[config.mk]
export PLATFORM = sky130hd
export DESIGN_NAME = lif_frame_sequencer
export DESIGN_NICKNAME = d
export VERILOG_FILES = /design/src/rtl/lif_frame_sequencer.sv
export SDC_FILE = /design/constraint.sdc
export NUM_CORES = 1
export LEC_CHECK = 0
export ABC_AREA = 1
export BUFFER_PORTS_ARGS = -buffer_cell sky130_fd_sc_hd__buf_2
export CAP_MARGIN = 5
export CORE_MARGIN = 3
export CORE_UTILIZATION = 40
export DETAILED_ROUTE_END_ITERATION = 8
export GPL_TIMING_DRIVEN = 1
export PLACE_DENSITY = 0.71
export SETUP_SLACK_MARGIN = 0.02
export SYNTH_ARGS = -nofsm -noshare
export SYNTH_HDL_FRONTEND = slang
export SYNTH_SLANG_ARGS = --single-unit
[constraint.sdc]
create_clock -name clk -period 1.47 [get_ports clk]
set_input_delay 0.294 -clock clk [delete_from_list [all_inputs] [get_ports clk]]
set_output_delay 0.294 -clock clk [all_outputs]
set_load 0.05 [all_outputs]
[src/rtl/lif_frame_sequencer.sv]
// Frame sequencer for the LIF neuron core: parses header + payload bytes from a
// valid/ready stream, strobes neuron loads, then runs the programmed integration ticks.
module lif_frame_sequencer #(
    parameter int N_STAGES   = 5,
    parameter int COUNT_BITS = 8
) (
    input  logic                  clk,
    input  logic                  reset,
    input  logic [7:0]            in_data,
    input  logic                  in_valid,
    output logic                  in_ready,
    output logic [7:0]            nrn_data,
    output logic                  nrn_load,
    output logic                  nrn_load_weights,
    output logic                  nrn_integrate,
    input  logic                  nrn_spike,
    output logic                  busy,
    output logic                  done,
    output logic [COUNT_BITS-1:0] spike_count
);

    localparam int PAYLOAD_BYTES = (2 ** N_STAGES) / 8;
    // One extra count of headroom keeps the counter at least one bit wide for single-byte payloads.
    localparam int BYTE_BITS = $clog2(PAYLOAD_BYTES + 1);
    localparam logic [BYTE_BITS-1:0]  LAST_BYTE = BYTE_BITS'(PAYLOAD_BYTES - 1);
    localparam logic [COUNT_BITS-1:0] COUNT_MAX = '1;

    typedef enum logic [1:0] {
        IDLE      = 2'd0,
        LOAD      = 2'd1,
        INTEGRATE = 2'd2,
        DONE      = 2'd3
    } state_t;

    state_t                  state_r;
    state_t                  next_state_s;
    logic                    kind_r;
    logic [6:0]              ticks_r;
    logic [6:0]              tick_cnt_r;
    logic [BYTE_BITS-1:0]    byte_cnt_r;
    logic [COUNT_BITS-1:0]   spike_count_r;
    logic                    accept_s;

    assign accept_s    = in_valid & in_ready;
    assign nrn_data    = in_data;
    assign spike_count = spike_count_r;

    // State register.
    always_ff @(posedge clk) begin
        if (reset) begin
            state_r <= IDLE;
        end else begin
            state_r <= next_state_s;
        end
    end

    // Next-state decode.
    always_comb begin
        next_state_s = state_r;
        case (state_r)
            IDLE: begin
                if (accept_s) begin
                    next_state_s = LOAD;
                end else begin
                    next_state_s = IDLE;
                end
            end
            LOAD: begin
                if (accept_s && (byte_cnt_r == LAST_BYTE)) begin
                    if (!kind_r && (ticks_r != 7'd0)) begin
                        next_state_s = INTEGRATE;
                    end else begin
                        next_state_s = DONE;
                    end
                end else begin
                    next_state_s = LOAD;
                end
            end
            INTEGRATE: begin
                // Counter runs ticks..1; <=1 also guards against a zero count.
                if (tick_cnt_r <= 7'd1) begin
                    next_state_s = DONE;
                end else begin
                    next_state_s = INTEGRATE;
                end
            end
            DONE:    next_state_s = IDLE;
            default: next_state_s = IDLE;
        endcase
    end

    // Output decode; the load strobe follows the handshake combinationally.
    always_comb begin
        in_ready         = 1'b0;
        nrn_load         = 1'b0;
        nrn_load_weights = 1'b0;
        nrn_integrate    = 1'b0;
        busy             = 1'b0;
        done             = 1'b0;
        case (state_r)
            IDLE: begin
                in_ready = 1'b1;
            end
            LOAD: begin
                in_ready         = 1'b1;
                nrn_load         = in_valid;
                nrn_load_weights = kind_r;
                busy             = 1'b1;
            end
            INTEGRATE: begin
                nrn_integrate = 1'b1;
                busy          = 1'b1;
            end
            DONE: begin
                done = 1'b1;
                busy = 1'b1;
            end
            default: begin
                in_ready = 1'b0;
            end
        endcase
    end

    // Frame context, byte/tick counters and saturating spike counter.
    always_ff @(posedge clk) begin
        if (reset) begin
            kind_r        <= 1'b0;
            ticks_r       <= 7'd0;
            tick_cnt_r    <= 7'd0;
            byte_cnt_r    <= '0;
            spike_count_r <= '0;
        end else begin
            case (state_r)
                IDLE: begin
                    if (accept_s) begin
                        kind_r        <= in_data[7];
                        ticks_r       <= in_data[6:0];
                        tick_cnt_r    <= in_data[6:0];
                        byte_cnt_r    <= '0;
                        spike_count_r <= '0;
                    end
                end
                LOAD: begin
                    if (accept_s) begin
                        byte_cnt_r <= byte_cnt_r + BYTE_BITS'(1);
                    end
                end
                INTEGRATE: begin
                    tick_cnt_r <= tick_cnt_r - 7'd1;
                    if (nrn_spike && (spike_count_r != COUNT_MAX)) begin
                        spike_count_r <= spike_count_r + COUNT_BITS'(1);
                    end
                end
                default: begin
                    spike_count_r <= spike_count_r;
                end
            endcase
        end
    end

endmodule

Yosys cells after proc, flatten, opt, wreduce, memory -nomap -nowiden:

Index checks and enable logic that the tools add are counted.

* register bits: 28
* output and inout bits: 22
* logic and storage cells: 52

* add/sub/neg operators: 3
* magnitude comparators: 1
* equality and inequality tests: 8
* muxes and demuxes: 19
* bitwise gates (word level): 1
* reduce and logical (&&, ||, !) cells: 14

Operators by type and width (number)
* $mux 8: 2
* $pmux 8 s2: 1
* $pmux 7 s2: 1
* $mux 1: 9
* $add 8x1->8 const B: 1
* $ne 8x8->1 const B: 1
* $pmux 2 s4: 1
* $le 7x1->1 const B: 1
* $mux 7: 1
* $reduce_bool 7->1: 1
* $sub 7x1->7 const B: 1
* $mux 3: 2
* $ne 2x2->1 const B: 3
* $pmux 3 s2: 1
* $reduce_and 3->1: 2
* $eq 2x2->1 const B: 2
* $reduce_and 2->1: 2
* $reduce_bool 2->1: 2
* $add 3x1->3 const B: 1
* $eq 3x2->1 const B: 1
* $logic_and 1x1->1: 3
* $reduce_or 3->1: 1
* $eq 2x1->1 const B: 1
* $logic_not 2->1: 1
* 4 further kinds: 4

Longest topological paths before layout:

* word-level depth: 7
* mapped depth: 10
* depth with buffers taken out: 9

Worst setup path after synthesis:

OpenSTA, ideal clock, no wires.

* path type: register -> register
* start: register (tool-made name)
* end: register byte_cnt_r[2]
* arrival time: 1.816 ns
* required time: 1.405 ns
* slack: -0.411 ns
* stages on the path, launching flop included: 7
* buffers on the path: 0
* period minus slack after synthesis: 1.881 ns
* cells stage by stage: dfxtp_1 -> inv_2 -> nand2_1 -> nor2_1 -> inv_1 -> a2bb2oi_1 -> nor2_1

RTL lines
* to (signal assigned): RTL line 145 `byte_cnt_r <= byte_cnt_r + BYTE_BITS'(1);`
* to (decl): RTL line 40 `logic [BYTE_BITS-1:0] byte_cnt_r;`

==> summary.txt <==
POWER AND IR DROP
-----------------------------------------------------------------------------------------------
Switching Fraction ...............................................................        30.7%
Internal cell power ..............................................................      1.08 mW
Reported net switching power .....................................................     0.481 mW
Clock group share of total power .................................................        26.9%
Maximum vdd ir drop ..............................................................     0.793 mV
Ratio of total power to cell area ................................................   827 mW/mm2
Leakage ..........................................................................     0.903 nW
Relative contribution of sequential cells to total power .........................        52.3%
Share of power burned in combinational logic .....................................        20.8%

ROUTE
-----------------------------------------------------------------------------------------------
DR WL/cell .......................................................................      11.5 um
Post-route antenna net violation count ...........................................            0
DRC marker count from the first detailed-route iteration .........................           68
Via count ........................................................................        1,558
Number of design rule violations left after detail routing .......................            0
Total wire length ................................................................      3690 um
Routed via count divided by cell count ...........................................         4.87
Number of iterations in the first detailed-routing pass ..........................            4

PLACEMENT
-----------------------------------------------------------------------------------------------
Pre-CTS setup slack ..............................................................    0.0479 ns
Half-perimeter wire length after placement .......................................      2640 um
Routability congestion estimate from global placement ............................        0.829
Number of I/O port buffers .......................................................           33

CLOCK TREE
-----------------------------------------------------------------------------------------------
Clock tree from TritonCTS ........................................................         done
H-tree depth reported by CTS .....................................................            1
Maximum buffer depth of the clock tree ...........................................            2
Total CTS buffers ................................................................            3
Clock input transition at the sequential cells of the worst setup and hold paths .      0.10 ns
Latest clock arrival within the worst-skew pair ..................................      0.27 ns
Clock Sink Count .................................................................           28
Cts-stage hold buffer count ......................................................            0
CTS Root Buffer Type ............................................................. sky130_fd_sc_hd__clkbuf_8

FINAL LAYOUT
-----------------------------------------------------------------------------------------------
Layout cell share with drive strength beyond 1 ...................................        25.5%
Count of filler cells inserted in the layout .....................................          354
Sequential cell area .............................................................      578 um2
Nets@finish ......................................................................          292
Commonest non-fill, non-tap cells in the layout .................................. 63 x sky130_fd_sc_hd__nand2_1, 30 x sky130_fd_sc_hd__inv_1, 30 x sky130_fd_sc_hd__buf_2
Most common cell after layout, fill and taps aside ............................... sky130_fd_sc_hd__nand2_1
Multi-input gate area in the final layout ........................................      803 um2
Area added between synthesis and finish ..........................................        22.2%
Antenna cell count ...............................................................            0
Share of the core filled with cells in the final layout ..........................        53.7%

GLOBAL ROUTING
-----------------------------------------------------------------------------------------------
Leftover overflow at the end of global routing ...................................            0
Maximum number of pins on one net before global-route repair .....................           19
Initial antenna violation count ..................................................            0
Via count of the first global-routing pass .......................................        1,342
GR Util All Layers ...............................................................        16.6%
First-pass GRT wire length .......................................................      5860 um

FLOORPLAN
-----------------------------------------------------------------------------------------------
Floorplan core area ..............................................................  0.00352 mm2
# rows ...........................................................................           21
Vertical die dimension ...........................................................      68.2 um
Ports ............................................................................           34
Overall die area .................................................................  0.00465 mm2
Floorplan die width ..............................................................      68.2 um
Initial core utilization .........................................................        44.0%

LOGIC SYNTHESIS
-----------------------------------------------------------------------------------------------
Average instance area after synthesis ............................................     6.48 um2
Synthesis-stage register bit count ...............................................           28
Post-synth cell types ............................................................           22
Mapped cell area .................................................................  0.00155 mm2
Total nets after synthesis .......................................................          256
Dominant cells by area after synthesis ........................................... sky130_fd_sc_hd__dfxtp_1 36%, sky130_fd_sc_hd__nand2_1 16%, sky130_fd_sc_hd__nor2_1 7.8%
Portion of the post-synthesis area used by sequential elements ...................        36.2%
Gate count after technology mapping ..............................................          239
Area fraction of the dominant cell type after synthesis ..........................        36.2%
Synth warn .......................................................................            0
Library cell occupying the most area in the post-synthesis netlist ............... sky130_fd_sc_hd__dfxtp_1

CRITICAL PATH
-----------------------------------------------------------------------------------------------
Data required, critical path .....................................................      1.18 ns
CP Data Arrival Time .............................................................      1.12 ns
Highest net fanout along the worst path ..........................................            5
Startpoint kind of the worst setup timing path ...................................    flip-flop
Path type of the worst setup path ................................................ flip-flop to output pin
Critical path endpoint category ..................................................   output pin

RUN
-----------------------------------------------------------------------------------------------
Reported max-cap violation count .................................................            0

TIMING
-----------------------------------------------------------------------------------------------
Total of endpoints with negative setup slack in the final report .................            0
Setup repair after global routing missed its margin ..............................          yes
Slew headroom ....................................................................        71.8%
Layout Skew ......................................................................   0.00772 ns
Tmin final .......................................................................      1.42 ns
Period utilisation layout ........................................................        96.5%
Worst hold-check slack ...........................................................     0.303 ns
Hold violation total from the final report .......................................            0
Number of pins exceeding their max-slew limit in the final report ................            0
Maximum frequency from static timing analysis ....................................    0.705 GHz
Measured slew at the worst slew-check pin ........................................     0.422 ns
Least setup slack across all paths after layout ..................................    0.0520 ns

RUN STATUS
-----------------------------------------------------------------------------------------------
Run status ....................................................................... complete, no violations

HOLD PATH
-----------------------------------------------------------------------------------------------
Path type of the worst min-delay path ............................................ primary input to flip-flop

-- state kept, by name, indices dropped and copies added, names as in the netlist, named ones only --
| register | flops |
|---|---|
| ticks_r | 7 |
| byte_cnt_r | 3 |
| tick_cnt_r | 7 |
| kind_r | 1 |
| spike_count | 8 |
| state_r | 1 |
-- layout make-up --
class | count | share of cell area, %
flip-flops and latches | 28 | 30.6
well taps | 46 | 3.04
clock buffers | 3 | 2.18
clock inverters | 1 | 0.199
inverters | 33 | 6.82
repair buffers | 45 | 14.7
multi-input cells | 164 | 42.5
-- power by group through the flow --
stage                     clock network [mW]  logic [mW]  registers, mW
after detailed placement                   0       0.304          0.836
after global placement                     0       0.302          0.835
after CTS                              0.438       0.311          0.818
final                                  0.421       0.325          0.817
after floorplan                            0       0.228          0.851
after global routing                   0.465       0.362          0.823
-- routing by layer --
metal	global-route usage, %	wire length (um)	vias up	part of all wire, %
li1	-	-	822	-
met1	21.9	1770	699	48
met2	27.4	1710	33	46
met3	3.94	172	4	4.7
met4	3.23	27	0	0.73
met5	0	0	-	0
-- critical path, cell delays in order (launching register included) --
cell,delay [ns]
sky130_fd_sc_hd__dfxtp_4,0.39
sky130_fd_sc_hd__inv_4,0.08
sky130_fd_sc_hd__nand2_4,0.07
sky130_fd_sc_hd__nor2_4,0.15
sky130_fd_sc_hd__buf_8,0.16
-- kinds of logic (layout without fill, tap and decap cells) --
group	count (synthesis)	after routing	share of synthesized area (%)
AOI/OAI and AO/OA	40	40	14.3
DFF	28	28	36.2
and+or+nand+nor	118	119	30.9
adders and majority gates	5	5	4.04
buffers and inverters	48	82	14.6
-- synth_stat cells (all sizes together) --
master,count
nand4,3
nand2,68
a22oi,2
o211ai,4
a21boi,1
a21oi,23
nor2,33
dfxtp,28
ha,5
a2bb2oi,1
inv,33
buf,13
nor3,2
nand3,12
clkbuf,2
o21ai,9
-- per-stage QoR --
step / std cells / TNS [ns] / power, mW / instance area, um2
6_report: 320 / 0 / 1.56 / 1890
5_1_grt: 320 / -0.162 / 1.65 / 1890
4_1_cts: 312 / 0 / 1.57 / 1800
3_5_place_dp: 308 / 0 / 1.14 / 1730
3_3_place_gp: 308 / 0 / 1.14 / 1730
2_1_floorplan: 239 / 0 / 1.08 / 1570
-- what timing repair did --
| item | CTS | global route |
|---|---|---|
| endpoints found under the setup margin | 4 | 13 |
| pin swaps | 0 | 5 |
| gates cloned | 0 | 1 |
| setup buffers | 0 | 7 |
| gates resized for setup | 9 | 11 |
-- final timing paths --
| check | slack, ns | cells past startpoint | end | start |
|---|---|---|---|---|
| worst min-delay path | 0.30 | 3 | ticks_r[6] | in_data[6] |
| worst max-delay path | 0.05 | 4 | nrn_load | flip-flop |
| worst max register to register | 0.06 | 8 | spike_count[5] | spike_count[0] |
| worst min register to register | 0.46 | 2 | ticks_r[1] | ticks_r[1] |
Power figures use the tool's default switching activity.
